===== config.mk =====
export PLATFORM = sky130hd
export DESIGN_NAME = fetch_unit_flat
export DESIGN_NICKNAME = d
export VERILOG_FILES = /design/src/rtl/core_pkg.sv /design/src/rtl/fetch_unit_if.sv /design/src/rtl/fetch_unit_pc_next_sel.sv /design/src/rtl/fetch_unit.sv /design/src/flat_wrapper.sv
export SDC_FILE = /design/constraint.sdc
export NUM_CORES = 1
export LEC_CHECK = 0
export CORE_MARGIN = 10
export CORE_UTILIZATION = 46
export DETAILED_ROUTE_END_ITERATION = 6
export GPL_ROUTABILITY_DRIVEN = 1
export PLACE_DENSITY = 0.87
export SETUP_SLACK_MARGIN = 0.05
export SYNTH_ARGS = -nofsm -noshare
export SYNTH_HDL_FRONTEND = slang
export SYNTH_SLANG_ARGS = --single-unit
export TNS_END_PERCENT = 30

===== constraint.sdc =====
create_clock -name CLK -period 5.1 [get_ports CLK]
set_input_delay 1.02 -clock CLK [delete_from_list [all_inputs] [get_ports CLK]]
set_output_delay 1.02 -clock CLK [all_outputs]
set_load 0.02 [all_outputs]

===== src/rtl/core_pkg.sv =====
// Shared core definitions: opcode map used by the decoder, fetch FSM state
// encoding, trap cause codes and the default vectors of the fetch stage.
package core_pkg;

    // Default datapath width and fetch-stage vectors
    localparam int          XLEN_DEF      = 32;
    localparam logic [31:0] RESET_VEC_DEF = 32'h0000_0000;
    localparam logic [31:0] TRAP_VEC_DEF  = 32'h0000_0100;
    localparam logic [31:0] NOP_WORD_DEF  = 32'h0000_0013;  // addi x0, x0, 0
    localparam int          ACK_TIMEOUT_DEF = 16;

    // Major opcodes (Instr[6:0]) shared with the main decoder
    localparam logic [6:0] OPC_LOAD     = 7'h03;
    localparam logic [6:0] OPC_MISC_MEM = 7'h0F;
    localparam logic [6:0] OPC_OP_IMM   = 7'h13;
    localparam logic [6:0] OPC_AUIPC    = 7'h17;
    localparam logic [6:0] OPC_STORE    = 7'h23;
    localparam logic [6:0] OPC_OP       = 7'h33;
    localparam logic [6:0] OPC_LUI      = 7'h37;
    localparam logic [6:0] OPC_BRANCH   = 7'h63;
    localparam logic [6:0] OPC_JALR     = 7'h67;
    localparam logic [6:0] OPC_JAL      = 7'h6F;
    localparam logic [6:0] OPC_SYSTEM   = 7'h73;

    // Fetch FSM state encoding (kept as plain constants for older tools
    // that probe the state register by value)
    localparam logic [1:0] FS_IDLE  = 2'd0;
    localparam logic [1:0] FS_FETCH = 2'd1;
    localparam logic [1:0] FS_ISSUE = 2'd2;
    localparam logic [1:0] FS_TRAP  = 2'd3;

    // Trap_Cause codes
    localparam logic [1:0] TRAP_NONE     = 2'b00;
    localparam logic [1:0] TRAP_UNDEF    = 2'b01;
    localparam logic [1:0] TRAP_MISALIGN = 2'b10;
    localparam logic [1:0] TRAP_TIMEOUT  = 2'b11;

    // Next-PC source selected by the fetch FSM
    typedef enum logic [1:0] {
        PC_SEL_PLUS4    = 2'd0,
        PC_SEL_REDIRECT = 2'd1,
        PC_SEL_TRAP     = 2'd2
    } pc_sel_e;

endpackage


===== src/rtl/fetch_unit_if.sv =====
// Instruction-memory request/acknowledge bus between the fetch unit (master)
// and instruction memory (slave). At most one request is outstanding.
interface fetch_unit_if #(
    parameter int XLEN = 32
);
    logic            IMEM_Req;
    logic [XLEN-1:0] IMEM_Addr;
    logic            IMEM_Ack;
    logic [XLEN-1:0] IMEM_RData;

    modport master (
        output IMEM_Req,
        output IMEM_Addr,
        input  IMEM_Ack,
        input  IMEM_RData
    );

    modport slave (
        input  IMEM_Req,
        input  IMEM_Addr,
        output IMEM_Ack,
        output IMEM_RData
    );
endinterface


===== src/rtl/fetch_unit_pc_next_sel.sv =====
// Combinational next-PC selection for the fetch unit: sequential PC+4,
// redirect target with bit 0 cleared, or the trap vector. Also flags a
// redirect target that is not word aligned in bit 1.
module pc_next_sel
    import core_pkg::*;
#(
    parameter int              XLEN     = XLEN_DEF,
    parameter logic [XLEN-1:0] TRAP_VEC = TRAP_VEC_DEF
) (
    input  logic [XLEN-1:0] pc,
    input  logic [XLEN-1:0] redirect_target,
    input  pc_sel_e         sel,
    output logic [XLEN-1:0] pc_plus4,
    output logic [XLEN-1:0] pc_next,
    output logic            misaligned
);

    // Jump targets may carry a set bit 0 (JALR semantics); it is dropped here
    localparam logic [XLEN-1:0] BIT0_CLEAR = ~XLEN'(1);

    // Wraps naturally modulo 2^XLEN
    assign pc_plus4   = pc + XLEN'(4);
    assign misaligned = redirect_target[1];

    // Select the PC the FSM loads when it leaves FETCH or ISSUE
    always_comb begin
        // NOTE: a default before the case keeps every path assigned, so no latch is inferred.
        pc_next = pc_plus4;
        unique case (sel)
            PC_SEL_PLUS4:    pc_next = pc_plus4;
            PC_SEL_REDIRECT: pc_next = redirect_target & BIT0_CLEAR;
            PC_SEL_TRAP:     pc_next = TRAP_VEC;
            default:         pc_next = pc_plus4;
        endcase
    end

endmodule


===== src/rtl/fetch_unit.sv =====
// Instruction fetch stage. Owns the program counter, fetches one word at a
// time over the IMEM req/ack bus, holds it in the instruction register for
// the decoder, and advances, redirects or traps when execution resolves.
module fetch_unit
    import core_pkg::*;
#(
    parameter int              XLEN        = XLEN_DEF,
    parameter logic [XLEN-1:0] RESET_VEC   = RESET_VEC_DEF,
    parameter logic [XLEN-1:0] TRAP_VEC    = TRAP_VEC_DEF,
    parameter int              ACK_TIMEOUT = ACK_TIMEOUT_DEF,
    parameter logic [XLEN-1:0] NOP_WORD    = NOP_WORD_DEF
) (
    input  logic              CLK,
    input  logic              rst_n,

    fetch_unit_if.master      imem,

    input  logic              Exe_Done,
    input  logic              Stall,
    input  logic              Redirect_Taken,
    input  logic [XLEN-1:0]   Redirect_Target,
    input  logic              Undef_Instr,

    output logic [XLEN-1:0]   Instr,
    output logic [6:0]        Opcode,
    output logic [4:0]        Funct7_6_2,
    output logic [XLEN-1:0]   PC_Out,
    output logic [XLEN-1:0]   PC_Plus4,
    output logic              EN_PC,
    output logic              NOP_Ins,
    output logic [XLEN-1:0]   Trap_PC,
    output logic [1:0]        Trap_Cause
);

    // The wait counter only has to reach ACK_TIMEOUT-1
    localparam int              CNT_W    = $clog2(ACK_TIMEOUT);
    localparam logic [CNT_W-1:0] CNT_LAST = CNT_W'(ACK_TIMEOUT - 1);

    logic [1:0]       state;
    logic [XLEN-1:0]  pc;
    logic [XLEN-1:0]  instr;
    logic [XLEN-1:0]  trap_pc;
    logic [1:0]       trap_cause;
    logic [CNT_W-1:0] ack_wait;

    logic             fetch_timeout;
    logic             issue_trap;
    logic             issue_advance;
    logic [1:0]       issue_cause;
    pc_sel_e          pc_sel;
    logic [XLEN-1:0]  pc_next;
    logic [XLEN-1:0]  pc_plus4;
    logic             misaligned;

    pc_next_sel #(
        .XLEN     (XLEN),
        .TRAP_VEC (TRAP_VEC)
    ) u_pc_next_sel (
        .pc              (pc),
        .redirect_target (Redirect_Target),
        .sel             (pc_sel),
        .pc_plus4        (pc_plus4),
        .pc_next         (pc_next),
        .misaligned      (misaligned)
    );

    // Decide this cycle's transition: timeout, trap from ISSUE, or advance
    always_comb begin
        fetch_timeout = 1'b0;
        issue_trap    = 1'b0;
        issue_advance = 1'b0;
        issue_cause   = TRAP_NONE;
        pc_sel        = PC_SEL_PLUS4;
        case (state)
            FS_FETCH: begin
                // An ack arriving on the last allowed cycle still wins
                if (!imem.IMEM_Ack && (ack_wait == CNT_LAST)) begin
                    fetch_timeout = 1'b1;
                    pc_sel        = PC_SEL_TRAP;
                end
            end
            FS_ISSUE: begin
                if (Undef_Instr) begin
                    issue_trap  = 1'b1;
                    issue_cause = TRAP_UNDEF;
                    pc_sel      = PC_SEL_TRAP;
                end else if (Exe_Done && !Stall) begin
                    if (Redirect_Taken && misaligned) begin
                        issue_trap  = 1'b1;
                        issue_cause = TRAP_MISALIGN;
                        pc_sel      = PC_SEL_TRAP;
                    end else begin
                        issue_advance = 1'b1;
                        if (Redirect_Taken) begin
                            pc_sel = PC_SEL_REDIRECT;
                        end
                    end
                end
            end
            default: ;
        endcase
    end

    // Fetch FSM: IDLE -> FETCH -> ISSUE -> (FETCH | TRAP), TRAP -> FETCH
    always_ff @(posedge CLK or negedge rst_n) begin
        if (!rst_n) begin
            state <= FS_IDLE;
        end else begin
            // NOTE: non-blocking updates let every register see pre-edge values, independent of block order.
            case (state)
                FS_IDLE:  state <= FS_FETCH;
                FS_FETCH: begin
                    if (imem.IMEM_Ack) begin
                        state <= FS_ISSUE;
                    end else if (fetch_timeout) begin
                        state <= FS_TRAP;
                    end
                end
                FS_ISSUE: begin
                    if (issue_trap) begin
                        state <= FS_TRAP;
                    end else if (issue_advance) begin
                        state <= FS_FETCH;
                    end
                end
                FS_TRAP:  state <= FS_FETCH;
                default:  state <= FS_IDLE;
            endcase
        end
    end

    // Ack wait counter: counts FETCH cycles without an ack, cleared otherwise
    always_ff @(posedge CLK or negedge rst_n) begin
        if (!rst_n) begin
            ack_wait <= '0;
        end else if (state == FS_FETCH && !imem.IMEM_Ack && !fetch_timeout) begin
            ack_wait <= ack_wait + CNT_W'(1);
        end else begin
            ack_wait <= '0;
        end
    end

    // Program counter: loaded from the next-PC mux on advance or any trap
    always_ff @(posedge CLK or negedge rst_n) begin
        if (!rst_n) begin
            pc <= RESET_VEC;
        end else if (fetch_timeout || issue_trap || issue_advance) begin
            pc <= pc_next;
        end
    end

    // Instruction register: captures on ack in FETCH, returns to NOP on leaving ISSUE
    always_ff @(posedge CLK or negedge rst_n) begin
        if (!rst_n) begin
            instr <= NOP_WORD;
        end else if (state == FS_FETCH && imem.IMEM_Ack) begin
            instr <= imem.IMEM_RData;
        end else if (issue_trap || issue_advance) begin
            instr <= NOP_WORD;
        end
    end

    // Trap record: overwritten by each new trap, otherwise held
    always_ff @(posedge CLK or negedge rst_n) begin
        if (!rst_n) begin
            trap_pc    <= '0;
            trap_cause <= TRAP_NONE;
        end else if (fetch_timeout) begin
            trap_pc    <= pc;
            trap_cause <= TRAP_TIMEOUT;
        end else if (issue_trap) begin
            trap_pc    <= pc;
            trap_cause <= issue_cause;
        end
    end

    // Outputs decode only from state and registers
    assign imem.IMEM_Req  = (state == FS_FETCH);
    assign imem.IMEM_Addr = pc;

    assign Instr      = instr;
    assign Opcode     = instr[6:0];
    assign Funct7_6_2 = instr[31:27];
    assign PC_Out     = pc;
    assign PC_Plus4   = pc_plus4;
    assign EN_PC      = (state == FS_ISSUE);
    assign NOP_Ins    = (state != FS_ISSUE);
    assign Trap_PC    = trap_pc;
    assign Trap_Cause = trap_cause;

endmodule


===== src/flat_wrapper.sv =====
// flat-port wrapper written by rule: the top's interface ports become plain ports
module fetch_unit_flat import core_pkg::*;
#(
    parameter int              XLEN        = XLEN_DEF,
    parameter logic [XLEN-1:0] RESET_VEC   = RESET_VEC_DEF,
    parameter logic [XLEN-1:0] TRAP_VEC    = TRAP_VEC_DEF,
    parameter int              ACK_TIMEOUT = ACK_TIMEOUT_DEF,
    parameter logic [XLEN-1:0] NOP_WORD    = NOP_WORD_DEF
)
  (CLK, rst_n, Exe_Done, Stall, Redirect_Taken, Redirect_Target, Undef_Instr, Instr, Opcode, Funct7_6_2, PC_Out, PC_Plus4, EN_PC, NOP_Ins, Trap_PC, Trap_Cause, imem_IMEM_Req, imem_IMEM_Addr, imem_IMEM_Ack, imem_IMEM_RData);
  fetch_unit_if #(.XLEN(XLEN)) imem_i ();
  input  logic CLK;
  input  logic rst_n;
  input  logic Exe_Done;
  input  logic Stall;
  input  logic Redirect_Taken;
  input  logic [XLEN-1:0] Redirect_Target;
  input  logic Undef_Instr;
  output logic [XLEN-1:0] Instr;
  output logic [6:0] Opcode;
  output logic [4:0] Funct7_6_2;
  output logic [XLEN-1:0] PC_Out;
  output logic [XLEN-1:0] PC_Plus4;
  output logic EN_PC;
  output logic NOP_Ins;
  output logic [XLEN-1:0] Trap_PC;
  output logic [1:0] Trap_Cause;
  output wire logic [$bits(imem_i.IMEM_Req)-1:0] imem_IMEM_Req;
  output wire logic [$bits(imem_i.IMEM_Addr)-1:0] imem_IMEM_Addr;
  input wire logic [$bits(imem_i.IMEM_Ack)-1:0] imem_IMEM_Ack;
  input wire logic [$bits(imem_i.IMEM_RData)-1:0] imem_IMEM_RData;
  assign imem_IMEM_Req = imem_i.IMEM_Req;
  assign imem_IMEM_Addr = imem_i.IMEM_Addr;
  assign imem_i.IMEM_Ack = imem_IMEM_Ack;
  assign imem_i.IMEM_RData = imem_IMEM_RData;
  fetch_unit #(.XLEN(XLEN), .RESET_VEC(RESET_VEC), .TRAP_VEC(TRAP_VEC), .ACK_TIMEOUT(ACK_TIMEOUT), .NOP_WORD(NOP_WORD)) u_core (.CLK(CLK), .rst_n(rst_n), .imem(imem_i), .Exe_Done(Exe_Done), .Stall(Stall), .Redirect_Taken(Redirect_Taken), .Redirect_Target(Redirect_Target), .Undef_Instr(Undef_Instr), .Instr(Instr), .Opcode(Opcode), .Funct7_6_2(Funct7_6_2), .PC_Out(PC_Out), .PC_Plus4(PC_Plus4), .EN_PC(EN_PC), .NOP_Ins(NOP_Ins), .Trap_PC(Trap_PC), .Trap_Cause(Trap_Cause));
endmodule

==> impl_summary.log <==
[metrics] setup repair after global routing missed its margin: no
[metrics] Final Max Slew Viols: 0
[metrics] Final nets: 851
[metrics] critical path start-end classification: register to output pin
[metrics] number of warnings issued by yosys: 0
[metrics] final number of hold-violating endpoints: 0
[metrics] average routed wire per standard cell: 20.7 um
[metrics] Worst EP required: 4.08 ns
[metrics] initial antenna violation count: 0
[metrics] Arrival @ worst endpoint: 3.17 ns
[metrics] Placement Rows: 40
[metrics] slowest cell on the critical path: nor4_1
[metrics] Routed WL: 19.1 mm
[metrics] power per cell area: 517 nW/um2
[metrics] CTS tree: built
[metrics] overall die width: 130 um
[metrics] number of gates given a new drive strength after cts: 0
[metrics] number of standard cells in the layout, taps in and fillers out: 925
[metrics] gate count of the mapped netlist: 599
[metrics] most common cell after layout, fill and taps aside: clkdlybuf4s50_1
[metrics] number of top-level pins: 248
[metrics] first-pass iteration count of the detailed router: 5
[metrics] CTS Buf Count: 9
[metrics] kind of start point of the critical path: register
[metrics] vias post-DR: 5254
[metrics] DRC: 0
[metrics] detailed-placement wirelength estimate: 14.4 mm
[metrics] distinct cell type count of the synthesized netlist: 53
[metrics] H-tree depth: 3
[metrics] # diodes: 0
[metrics] most instantiated flip-flop cell in the synthesis netlist: dfrtp_1
[metrics] global-route wire length before repair: 28.8 mm
[metrics] clock-pin slew of the registers on the worst-case setup and hold paths: 0.07 ns
[metrics] Clock Latency Late Sink: 0.35 ns
[metrics] crit path cell chain: ha_1 -> nand4_1 -> buf_4 -> nor4_1 -> and3_2 -> xor2_1 -> clkdlybuf4s50_1
[metrics] Final period util: 0.822
[metrics] vias in the first global route: 5264
[metrics] DRC marker count from the first detailed-route iteration: 443
[metrics] All-Layer GR Usage: 0.217
[metrics] EDFF count, synth: 0
[metrics] Via-to-Cell Ratio: 5.68
[metrics] maximum number of pins on one net before global-route repair: 73
[metrics] initial standard-cell utilization of the core: 0.469
[metrics] total placed cells including tap cells: 909
[metrics] share of post-route cells with drive strength above 1: 0.0835
[metrics] worst hold path stage count: 1
[metrics] Slew headroom: 0.229
[metrics] async set-reset flop share out of synthesis: 1.00
[metrics] max-capacitance violation count: 0
[metrics] leakage power summed over all cells: 3.30 nW
[metrics] number of synthesized register bits: 102
[metrics] capturing element type of the critical path: output pin
[metrics] I/O Buffers: 242
[metrics] die height: 130 um
[metrics] biggest cell delay along the critical path: 0.62 ns
[metrics] Max Clk Rate: 239 MHz
[metrics] area grow syn2layout: 43.2%
[metrics] CORE AREA: 12000 um2
[metrics] most frequent cells in the layout: 241 x clkdlybuf4s50_1, 99 x dfrtp_1, 91 x nand2_1
[metrics] Setup Skew: 0.0116 ns
[metrics] area enclosed by the die boundary: 17000 um2
[metrics] Clock Root Buffer: clkbuf_16
[metrics] post-route setup TNS: 0 ns
[metrics] fraction of the yosys area taken by sequential cells: 0.456
[metrics] time the worst path needs with I/O delays and setup: 4.19 ns
[metrics] number of routed nets with antenna violations: 0
[metrics] cells on worst reg2reg path: 12
[metrics] global placer's final weighted congestion: 0.846
[metrics] clk sink count: 102
[metrics] Final Setup Violations: 0
[metrics] Netlist Area Pre-Place: 5600 um2
[metrics] result of the run: completed
[metrics] worst hold-check path type: register to register
[metrics] aggregate global routing overflow: 0
[metrics] worst-path maximum fanout: 7
[metrics] CTS max path bufs: 2
[metrics] Avg Cell Area, Syn: 9.36 um2
[metrics] maximum VDD drop: 328 uV
[metrics] setup fix buffers added after clock tree synthesis: 0
[metrics] worst-margin pin slew: 1.15 ns
[metrics] CTS Hold Bufs: 0
cells in the mapped netlist (5+ instances only):
master    number  area (um2)
nor4_1         5        31.3
o21ai_0       46         230
nand3_1       27         135
mux2_2        32         360
buf_4         50         375
nand4_1       11        68.8
a221oi_1       9        78.8
a31oi_1        5        31.3
buf_2          5        25.0
xnor2_1       20         175
nand2_1       91         342
nor2_1        36         135
a211oi_1       8        60.1
xor2_1        10        87.6
a21oi_1       22         110
nor3_1         8        40.0
dfrtp_1       99        2480
inv_1         14        52.6
clkbuf_1      27         101
ha_1           7        87.6
o211ai_1       8        60.1
and3_1         8        50.1
path summary, 6_finish.rpt:
| check | from | end | slack (ns) |
|---|---|---|---|
| max | u_core.PC_Out[2] | PC_Plus4[20] | 0.91 |
| min reg2reg | u_core.ack_wait[0] | u_core.ack_wait[0] | 0.47 |
| max in group asynchronous | rst_n | u_core.Trap_PC[4] | 3.33 |
| min in group asynchronous | rst_n | u_core.Trap_PC[23] | 0.79 |
| max reg2reg | u_core.state[1] | u_core.PC_Out[21] | 1.84 |
| min | u_core.ack_wait[0] | u_core.ack_wait[0] | 0.47 |
layout make-up:
| cell class | instances | area, um2 |
|---|---|---|
| multi-input cells | 396 | 2440 |
| clock inverters | 4 | 72.6 |
| repair buffers | 250 | 2480 |
| flip-flops and latches | 102 | 2560 |
| clock buffers | 12 | 236 |
| well taps | 147 | 184 |
| inverters | 14 | 52.6 |
| fillers | 925 | 3940 |
worst max-delay path, delay by kind of cell (launching register included):
kind | cells | cell delay, ns
XOR/XNOR | 1 | 0.14
adder cells (fa/ha/maj) | 1 | 0.32
buffers and inverters | 2 | 0.81
flip-flops | 1 | 0.48
AND/OR/NAND/NOR | 3 | 1.07
logic make-up (layout without fill, tap and decap cells):
group,after synthesis,in the layout,synth area share
AND/OR/NAND/NOR,205,205,0.173
AO/OA/AOI/OAI,115,115,0.127
buffers and inverters,104,280,0.111
flip-flops,102,102,0.456
multiplexers,35,35,0.0697
XOR/XNOR,30,30,0.0469
adder cells (fa/ha/maj),7,7,0.0156
other,1,4,0.000669
where the power goes:
group | internal [mW] | switching (mW)
registers | 1.07 | 0.242
clock network | 0.430 | 0.305
logic | 0.964 | 1.14
total | 2.46 | 1.69
registers in the layout, summed over array words and instances (netlist names):
name	flops
u_core.Instr	32
u_core.PC_Out	31
u_core.Trap_Cause	2
u_core.Trap_PC	31
u_core.ack_wait	4
u_core.state	2
stage by stage:
step	total power, mW	setup slack [ns]	hold slack [ns]	area, um2	utilization
3_5_place_dp	3.44	0.889	0.464	7720	0.645
6_report	4.15	0.909	0.472	8030	0.671
2_1_floorplan	2.47	1.91	0.430	5620	-
4_1_cts	4.18	0.930	0.473	8030	0.671
5_1_grt	4.36	0.744	0.483	8030	0.671
3_3_place_gp	3.36	1.02	0.440	7720	0.645
metal layers:
layer  GRT usage  up-vias  routed length [um]
li1            -     2376                   -
met1       0.238     2561                6700
met2       0.376      278                9890
met3      0.0673       39                1930
met4       0.103        0                 583
met5           0        -                   0
Power figures use the tool's default switching activity.
